File: src/rtl/rgb_seq_pkg.sv
// Shared definitions for the RGB hue-wheel sequencer.
//   - state_t : controller state encoding (IDLE / RUN)
//   - PH_*    : hue phase encoding, 0..5, named after the constant channel
//               and the channel that ramps in that phase
//   - CH_*    : bit index of each colour in the rgb output bus
package rgb_seq_pkg;

  typedef enum logic {
    IDLE = 1'b0,
    RUN  = 1'b1
  } state_t;

  localparam logic [2:0] PH_R_GUP = 3'd0;  // R at MAX, G ramps up
  localparam logic [2:0] PH_G_RDN = 3'd1;  // G at MAX, R ramps down
  localparam logic [2:0] PH_G_BUP = 3'd2;  // G at MAX, B ramps up
  localparam logic [2:0] PH_B_GDN = 3'd3;  // B at MAX, G ramps down
  localparam logic [2:0] PH_B_RUP = 3'd4;  // B at MAX, R ramps up
  localparam logic [2:0] PH_R_BDN = 3'd5;  // R at MAX, B ramps down

  localparam int CH_R = 0;
  localparam int CH_G = 1;
  localparam int CH_B = 2;

endpackage

File: src/rtl/rgb_sequencer_pwm_channel.sv
// One PWM output channel: registered compare of the shared counter
// against this channel's duty value.
// Ports:
//   clk   in   system clock
//   rst_n in   synchronous active-low reset
//   en    in   1 = output may be driven; 0 = output forced low next cycle
//   cnt   in   shared PWM counter (0..MAX-1)
//   duty  in   duty value; 0 = always low, MAX = always high
//   pwm   out  registered (cnt < duty) gated by en
module pwm_channel #(
  parameter int PWM_BITS = 8
) (
  input  logic                clk,
  input  logic                rst_n,
  input  logic                en,
  input  logic [PWM_BITS-1:0] cnt,
  input  logic [PWM_BITS-1:0] duty,
  output logic                pwm
);

  // Compare register: one cycle of latency from counter/duty to pin.
  always_ff @(posedge clk) begin
    if (!rst_n) begin
      pwm <= 1'b0;
    end else begin
      pwm <= en & (cnt < duty);
    end
  end

endmodule

File: src/rtl/rgb_sequencer.sv
// Hue-wheel sequencer for the RGB LED. A dwell prescaler produces a
// brightness step every DWELL_TIME clocks; each step moves one channel
// by 1 according to the current phase, and the phase advances as the
// ramping channel reaches its endpoint. Three PWM channels share one
// counter that runs with period MAX.
// Ports:
//   clk, rst_n      clock, synchronous active-low reset
//   en              1 = run and drive LEDs, 0 = LEDs off, state frozen
//   hold            1 = freeze hue (prescaler stopped), PWM keeps running
//   rgb[2:0]        registered PWM pins, [0]=red [1]=green [2]=blue
//   duty_r/g/b      live duty registers
//   phase           live hue phase 0..5
//   wrap            one-cycle pulse when phase returns from 5 to 0
module rgb_sequencer
  import rgb_seq_pkg::*;
#(
  parameter int          PWM_BITS   = 8,
  parameter logic [19:0] DWELL_TIME = 20'd500
) (
  input  logic                clk,
  input  logic                rst_n,
  input  logic                en,
  input  logic                hold,
  output logic [2:0]          rgb,
  output logic [PWM_BITS-1:0] duty_r,
  output logic [PWM_BITS-1:0] duty_g,
  output logic [PWM_BITS-1:0] duty_b,
  output logic [2:0]          phase,
  output logic                wrap
);

  localparam logic [PWM_BITS-1:0] MAX  = {PWM_BITS{1'b1}};
  localparam logic [PWM_BITS-1:0] ZERO = {PWM_BITS{1'b0}};
  localparam logic [PWM_BITS-1:0] ONE  = {{(PWM_BITS-1){1'b0}}, 1'b1};

  state_t              state_r, next_state_s;
  logic                run_s, run_next_s;
  logic [19:0]         presc_r;
  logic                count_en_s, step_s;
  logic [PWM_BITS-1:0] pwm_cnt_r;
  logic [PWM_BITS-1:0] red_r, grn_r, blu_r;
  logic [PWM_BITS-1:0] red_nx_s, grn_nx_s, blu_nx_s;
  logic [2:0]          phase_r, phase_nx_s;
  logic                wrap_r, wrap_nx_s;

  function automatic logic [PWM_BITS-1:0] inc_sat(input logic [PWM_BITS-1:0] d);
    if (d == MAX) return d;
    else          return d + ONE;
  endfunction

  function automatic logic [PWM_BITS-1:0] dec_sat(input logic [PWM_BITS-1:0] d);
    if (d == ZERO) return d;
    else           return d - ONE;
  endfunction

  // FSM state register.
  always_ff @(posedge clk) begin
    if (!rst_n) begin
      state_r <= IDLE;
    end else begin
      state_r <= next_state_s;
    end
  end

  // FSM next-state logic: en alone selects between the two states.
  always_comb begin
    next_state_s = IDLE;
    case (state_r)
      IDLE: begin
        if (en) next_state_s = RUN;
        else    next_state_s = IDLE;
      end
      RUN: begin
        if (en) next_state_s = RUN;
        else    next_state_s = IDLE;
      end
      default: next_state_s = IDLE;
    endcase
  end

  // FSM outputs. The PWM registers are gated with the next state so the
  // pins go dark on the same edge that the FSM drops back to IDLE.
  always_comb begin
    run_s      = (state_r == RUN);
    run_next_s = (next_state_s == RUN);
  end

  // Hold wins over the terminal count, so a held prescaler never steps.
  assign count_en_s = run_s & ~hold;
  assign step_s     = count_en_s & (presc_r == (DWELL_TIME - 20'd1));

  // Dwell prescaler: counts 0..DWELL_TIME-1 while running and not held.
  always_ff @(posedge clk) begin
    if (!rst_n) begin
      presc_r <= 20'd0;
    end else if (step_s) begin
      presc_r <= 20'd0;
    end else if (count_en_s) begin
      presc_r <= presc_r + 20'd1;
    end else begin
      presc_r <= presc_r;
    end
  end

  // Shared PWM counter: period MAX so that duty=MAX is a constant high.
  always_ff @(posedge clk) begin
    if (!rst_n) begin
      pwm_cnt_r <= ZERO;
    end else if (run_s) begin
      if (pwm_cnt_r == (MAX - ONE)) pwm_cnt_r <= ZERO;
      else                          pwm_cnt_r <= pwm_cnt_r + ONE;
    end else begin
      pwm_cnt_r <= pwm_cnt_r;
    end
  end

  // Ramp logic: on a step move the active channel by one; the phase
  // advances on the same edge that the channel reaches its endpoint.
  always_comb begin
    red_nx_s   = red_r;
    grn_nx_s   = grn_r;
    blu_nx_s   = blu_r;
    phase_nx_s = phase_r;
    wrap_nx_s  = 1'b0;
    if (step_s) begin
      case (phase_r)
        PH_R_GUP: begin
          grn_nx_s = inc_sat(grn_r);
          if (grn_nx_s == MAX) phase_nx_s = PH_G_RDN;
          else                 phase_nx_s = phase_r;
        end
        PH_G_RDN: begin
          red_nx_s = dec_sat(red_r);
          if (red_nx_s == ZERO) phase_nx_s = PH_G_BUP;
          else                  phase_nx_s = phase_r;
        end
        PH_G_BUP: begin
          blu_nx_s = inc_sat(blu_r);
          if (blu_nx_s == MAX) phase_nx_s = PH_B_GDN;
          else                 phase_nx_s = phase_r;
        end
        PH_B_GDN: begin
          grn_nx_s = dec_sat(grn_r);
          if (grn_nx_s == ZERO) phase_nx_s = PH_B_RUP;
          else                  phase_nx_s = phase_r;
        end
        PH_B_RUP: begin
          red_nx_s = inc_sat(red_r);
          if (red_nx_s == MAX) phase_nx_s = PH_R_BDN;
          else                 phase_nx_s = phase_r;
        end
        PH_R_BDN: begin
          blu_nx_s = dec_sat(blu_r);
          if (blu_nx_s == ZERO) begin
            phase_nx_s = PH_R_GUP;
            wrap_nx_s  = 1'b1;
          end else begin
            phase_nx_s = phase_r;
          end
        end
        // Unreachable encodings (6, 7) fall back to the start of the wheel.
        default: phase_nx_s = PH_R_GUP;
      endcase
    end else begin
      phase_nx_s = phase_r;
    end
  end

  // Duty, phase and wrap registers.
  always_ff @(posedge clk) begin
    if (!rst_n) begin
      red_r   <= MAX;
      grn_r   <= ZERO;
      blu_r   <= ZERO;
      phase_r <= PH_R_GUP;
      wrap_r  <= 1'b0;
    end else begin
      red_r   <= red_nx_s;
      grn_r   <= grn_nx_s;
      blu_r   <= blu_nx_s;
      phase_r <= phase_nx_s;
      wrap_r  <= wrap_nx_s;
    end
  end

  pwm_channel #(.PWM_BITS(PWM_BITS)) u_pwm_r (
    .clk(clk), .rst_n(rst_n), .en(run_next_s), .cnt(pwm_cnt_r), .duty(red_r), .pwm(rgb[CH_R])
  );
  pwm_channel #(.PWM_BITS(PWM_BITS)) u_pwm_g (
    .clk(clk), .rst_n(rst_n), .en(run_next_s), .cnt(pwm_cnt_r), .duty(grn_r), .pwm(rgb[CH_G])
  );
  pwm_channel #(.PWM_BITS(PWM_BITS)) u_pwm_b (
    .clk(clk), .rst_n(rst_n), .en(run_next_s), .cnt(pwm_cnt_r), .duty(blu_r), .pwm(rgb[CH_B])
  );

  assign duty_r = red_r;
  assign duty_g = grn_r;
  assign duty_b = blu_r;
  assign phase  = phase_r;
  assign wrap   = wrap_r;

endmodule

File: config.mk
export PLATFORM = sky130hd
export DESIGN_NAME = rgb_sequencer
export DESIGN_NICKNAME = d
export VERILOG_FILES = /design/src/rtl/rgb_seq_pkg.sv /design/src/rtl/rgb_sequencer_pwm_channel.sv /design/src/rtl/rgb_sequencer.sv
export SDC_FILE = /design/constraint.sdc
export NUM_CORES = 1
export LEC_CHECK = 0
export BUFFER_PORTS_ARGS = -buffer_cell sky130_fd_sc_hd__buf_2
export CORE_UTILIZATION = 40
export CTS_BUF_LIST = sky130_fd_sc_hd__clkbuf_16
export DETAILED_ROUTE_END_ITERATION = 8
export GPL_ROUTABILITY_DRIVEN = 0
export SYNTH_ARGS = -nofsm -noshare
export SYNTH_HDL_FRONTEND = slang
export SYNTH_HIERARCHICAL = 1
export SYNTH_SLANG_ARGS = --single-unit
File: constraint.sdc
create_clock -name clk -period 5.7 [get_ports clk]
set_input_delay 0.57 -clock clk [delete_from_list [all_inputs] [get_ports clk]]
set_output_delay 0.57 -clock clk [all_outputs]
set_load 0.03 [all_outputs]
== Yosys cells after proc, flatten, opt, wreduce, memory -nomap -nowiden ==
Index checks and enable logic that the tools add are counted.
Widths: inputs -> output; s select.

* Output and inout port bits: 31
* Input bits: 4
* Flip-flop bits (word level): 60

* $lt $le $gt $ge: 3
* $add $sub $neg: 8
* Eq/ne operators: 19
* Reduce and logical (&&, ||, !) cells: 16
* Mux-type cells: 31
* Bitwise operators: 7

{| class="wikitable"
|+ Operator list
! cell !! count
|-
| $mux 8 || 19
|-
| $eq 8x8->1 const B || 7
|-
| $logic_not 8->1 || 6
|-
| $pmux 8 s2 || 3
|-
| $add 8x1->8 const B || 4
|-
| $lt 8x8->1 || 3
|-
| $sub 8x1->8 const B || 3
|-
| $add 20x1->20 const B || 1
|-
| $eq 20x9->1 const B || 1
|-
| $mux 3 || 6
|-
| $pmux 3 s6 || 1
|-
| $ne 2x2->1 const B || 6
|-
| $reduce_and 7->1 || 1
|-
| $eq 3x2->1 const B || 2
|-
| $eq 3x3->1 const B || 2
|-
| $reduce_and 2->1 || 3
|-
| $reduce_bool 2->1 || 3
|-
| $and 1x1->1 || 5
|-
| $eq 3x1->1 const B || 1
|-
| $logic_not 3->1 || 1
|-
| $reduce_and 3->1 || 1
|-
| $mux 1 || 2
|-
| $not 1->1 || 2
|-
| $reduce_or 2->1 || 1
|}

== Logic depth before layout (Yosys ltp) ==
* Depth after elaboration: 7
* Mapped depth: 10
* Mapped depth without buffers: 8

== Cells and area by module ==
Netlist, hierarchy kept.

{| class="wikitable"
|+ Modules (own cells, without submodules)
! module !! cells an instance !! seq. area each (µm²) !! instances !! area each (µm²)
|-
| rgb_sequencer || 561 || 1141.1 || 1 || 4154.0
|-
| pwm_channel || 24 || 20.0 || 3 || 202.7
|}

== Worst setup path before layout ==
OpenSTA, ideal clock, no wires.

* Kind: register -> register
* Start point: reg red_r[0], in the netlist duty_r[0]
* End point: reg phase_r[0], in the netlist phase[0]
* Slack: 3.238 ns
* Path buffers: 2
* Stages on the path, launching flop included: 11
* Arrival: 2.332 ns
* Period minus slack after synthesis: 2.462 ns
* Cell sequence: dfxtp_1 clkbuf_1 inv_1 ha_1 clkbuf_1 xor2_1 nor4_1 o211ai_1 a211o_1 a32oi_1 a21boi_0

* Word-level cells in the longest chain between the ends: 7
* Elaborated cells on any way between the ends: 15

{| class="wikitable"
|+ Ends and longest elaborated chain
! item !! RTL line !! RTL
|-
| from (decl) || rgb_sequencer.sv:41 || <nowiki>logic [PWM_BITS-1:0] red_r, grn_r, blu_r;</nowiki>
|-
| from (signal assigned) || rgb_sequencer.sv:178 || <nowiki>red_r <= red_nx_s;</nowiki>
|-
| $add 8x1->8 (tied with other cells) || rgb_sequencer.sv:48 || <nowiki>else return d + ONE;</nowiki>
|-
| $mux 8, on equally long branches || rgb_sequencer.sv:47, rgb_sequencer.sv:52 ||
|-
| $mux 8 || rgb_sequencer.sv:126 || <nowiki>case (phase_r)</nowiki>
|-
| $mux 8 || rgb_sequencer.sv:125 || <nowiki>if (step_s) begin</nowiki>
|-
| $eq 8x8->1 or $logic_not 8->1 (tied branches) || rgb_sequencer.sv:149, rgb_sequencer.sv:134 ||
|-
| $ne 2x2->1 (no source line) || n/a ||
|-
| $reduce_and 7->1 (no source line) (*) || n/a ||
|-
| to (signal assigned) || rgb_sequencer.sv:181 || <nowiki>phase_r <= phase_nx_s;</nowiki>
|-
| to (decl) || rgb_sequencer.sv:43 || <nowiki>logic [2:0] phase_r, phase_nx_s;</nowiki>
|}

Every way passes the cells marked *; elsewhere a longest branch is shown, timed or not. The select of a mux whose other input is x is not followed.
A chain may end at the register's enable or synchronous reset.

== Final worst setup path ==
* Start point: reg presc_r[8]
* End point: reg grn_r[0], in the netlist duty_g[0]

* Word-level cells in the longest chain between the ends: 3

{| class="wikitable"
|+ Ends and longest elaborated chain
! item !! RTL line !! RTL
|-
| from (decl) || rgb_sequencer.sv:38 || <nowiki>logic [19:0] presc_r;</nowiki>
|-
| from (signal assigned) || rgb_sequencer.sv:99 || <nowiki>presc_r <= presc_r + 20'd1;</nowiki>
|-
| from (signal assigned) || rgb_sequencer.sv:101 || <nowiki>presc_r <= presc_r;</nowiki>
|-
| $eq 20x9->1 || rgb_sequencer.sv:90 || <nowiki>assign step_s = count_en_s & (presc_r == (DWELL_TIME - 20'd1));</nowiki>
|-
| $and 1x1->1 || rgb_sequencer.sv:90 ||
|-
| $reduce_and 2->1 (no source line) || n/a ||
|-
| to (signal assigned) || rgb_sequencer.sv:179 || <nowiki>grn_r <= grn_nx_s;</nowiki>
|-
| to (decl) || rgb_sequencer.sv:41 ||
|}

No other way between the ends.

==> impl_metrics.tcl <==
set metrics [dict create \
    pin_count 35 \
    ys_types 70 \
    crit_required_ns 5.92 \
    cts_made_buffers 9 \
    grt_pass1_vias 4368 \
    cp_cell_sequence "or4b_1 > or4_1 > nor3_1 > o21ai_0 > xnor2_1 > and2_1" \
    slew_violations 0 \
    maxClockFrequency_mhz 342 \
    syn_to_final_growth_pct 9.91 \
    synthTopCellsByCount "nor2_1, dfxtp_1, nand2_1" \
    antennaDiodeCount 0 \
    dp_hpwl_mm 8.97 \
    cts_resized 0 \
    final.fill_count 1175 \
    cp-startpoint "presc_r[8]" \
    critical-path-max-stage-delay_ns 0.80 \
    synthFlopType "dfxtp_1" \
    cts.sinks 60 \
    clkTransAtPathRegs_ns 0.05 \
    routed_via_density 5.98 \
    grt_usage_pct 21.5 \
    clock_latency_ns 0.33 \
    vias 4686 \
    intPower_uw 778 \
    ys_warn_count 6 \
    post-route-period-util_pct 51.2 \
    slowest_stage "nor3_1" \
    drv_cap 0 \
    skew_ns 0.00985 \
    post_dp_cell_area_um2 4930 \
    cts_max_path_buffers 2 \
    final-hold-violation-count 0 \
    gr-total-overflow 0 \
    tightest_slew_ns 1.12 \
    antenna_found_initial 0 \
    nets 672 \
    pre_cts_slack_ns 2.79 \
    path_delay_family "simple AND/OR/NAND/NOR gates" \
    final_area_um2 5230 \
    syn-num-nets 670 \
    hold_class "reg2reg" \
    multiInputGateArea_um2 3250 \
    reg2reg_depth 6 \
    p_sw_uw 241 \
    die_h_um 111 \
    register_area_um2 1200 \
    worstSetupPathType "reg2reg" \
    powerDensity_nw_per_um2 195 \
    grt_setup_unrepaired "false" \
    fin_util_pct 45.4 \
    worst-path-stages 6 \
    critical_path_buf_inv_count 0 \
    io_buffers 34 \
    synth.area.top_cells "dfxtp_1, ha_1, nor2_1" \
    p_leak_uw 0.00207 \
    synth_seq_area_share_pct 25.2 \
    synth_top_area_share_pct 25.2 \
    switching_share_pct 23.6 \
    tritoncts "built" \
    layout-drive-gt1-share_pct 10.9 \
    rows 39 \
    synthesis.area_um2 4760 \
    ant_nets 0 \
    cp_max_fo 11 \
    cts_hold_buffers 0 \
    dieArea_um2 12300 \
    die_x_um 111 \
    synth_cells 633 \
    regToRegSetupSlack_ns 2.78 \
    drt_pass1_iterations 6 \
    drtIter0Drc 259 \
    ys_async_sr_fraction_pct 0 \
    start_util_pct 41.4 \
    vdd_ir_drop_max_mv 0.157 \
    setup_slack_ns 2.78 \
    yosys_register_bits 60 \
    finalPower_uw 1020 \
    avgSynthCellArea_um2 7.52 \
    crit_end "duty_g[0]" \
    yosysMostFrequentCell "nor2_1" \
    drc_errors 4 \
    clkPwrFrac_pct 53.6 \
    seq_power_share_pct 42.3 \
    wl_per_cell_um 16.5 \
    post-route-min-period_ns 2.92 \
    cts_htree_levels 3 \
    startpoint_type "flip-flop" \
    routed_wl_mm 12.9 \
    finalSetupTns_ns 0 \
    postCtsSetupBuffers 0 \
    status "complete, but fails checks" \
    r2r_end "duty_g[0]" \
    cp-end-kind "flip-flop" \
    core_area_um2 11500 \
    grt_start_max_net_pins 36 \
    yosys.area.top_type "dfxtp_1" \
    cts_root_buf "clkbuf_16" \
    violations "design-rule violations" \
    worstPathArrival_ns 3.14 \
    setup_viol 0 \
    grt_pass1_wl_mm 21.7 \
    synth_edf_count 0 \
    slew_headroom_pct 24.8 \
    r2r-start "presc_r[8]" \
    combPwrFrac_pct 4.1 \
]
[registers in the layout, indices dropped and copies added, names as in the netlist]
register     flops
presc_r         20
u_pwm_r/pwm      1
pwm_cnt_r        8
duty_g           8
u_pwm_b/pwm      1
wrap             1
run_s            1
u_pwm_g/pwm      1
duty_b           8
duty_r           8
phase            3
[power groups by stage]
stage / Clock, µW / Combinational, µW / Sequential [µW]
floorplan: 0 / 30.3 / 438
global placement: 0 / 41.4 / 439
detailed placement: 0 / 41.4 / 440
CTS: 559 / 41.6 / 431
global route: 578 / 46.5 / 431
finish: 546 / 42.0 / 431
[stage by stage]
step	hold WS, ns	cells
after detailed placement	0.521	767
after global placement	0.495	767
after global routing	0.547	783
after CTS	0.517	783
final	0.528	783
after floorplan	0.479	633
[tightest hold or removal path, delay by kind of cell (launching register included)]
family | cells | cell delay, ns
simple gates | 1 | 0.07
flops | 1 | 0.34
xor+xnor | 1 | 0.08
[metal layers]
layer / track usage, % / vias to the layer above / share of wire [%]
met4: 5.86 / 0 / 0.92
met1: 28.6 / 2212 / 48
met3: 4.21 / 13 / 5.5
met2: 35.3 / 152 / 46
li1: - / 2309 / -
met5: 0 / - / 0
[kinds of logic after synthesis]
logic type | share of synthesized area (%)
AND/OR/NAND/NOR | 27.8
flip-flops | 25.2
AO/OA/AOI/OAI | 22.9
adder cells (fa/ha/maj) | 8.67
multiplexers | 2.15
XOR/XNOR | 6.62
buffers and inverters | 6.59
[cell type report]
class / instances / area share (%)
clock buffers: 9 / 4.30
flip-flops and latches: 60 / 22.9
clock inverters: 7 / 1.46
multi-input cells: 494 / 62.0
repair buffers: 34 / 3.25
well taps: 143 / 3.42
inverters: 36 / 2.58
[cell usage in the layout (no fill, tap or decap), drive strengths merged, types with 13 or more instances in the layout]
cell   count
xor2      23
inv       37
xnor2     13
dfxtp     60
nand3     34
nor2      67
o21ai     35
ha        33
nand2     56
a21oi     27
buf       34
a31oi     17
nand4     13
[worst min path at each step]
stage	from	end	slack, ns	cells after the start
2_1_floorplan	presc_r[1]	presc_r[1]	0.48	2
3_3_place_gp	presc_r[1]	presc_r[1]	0.50	2
3_5_place_dp	presc_r[7]	presc_r[7]	0.52	2
4_1_cts	en	run_s	0.52	2
5_1_grt	en	run_s	0.55	2
6_report	presc_r[19]	presc_r[19]	0.53	2
No activity file was read; power rests on OpenSTA's default activity.
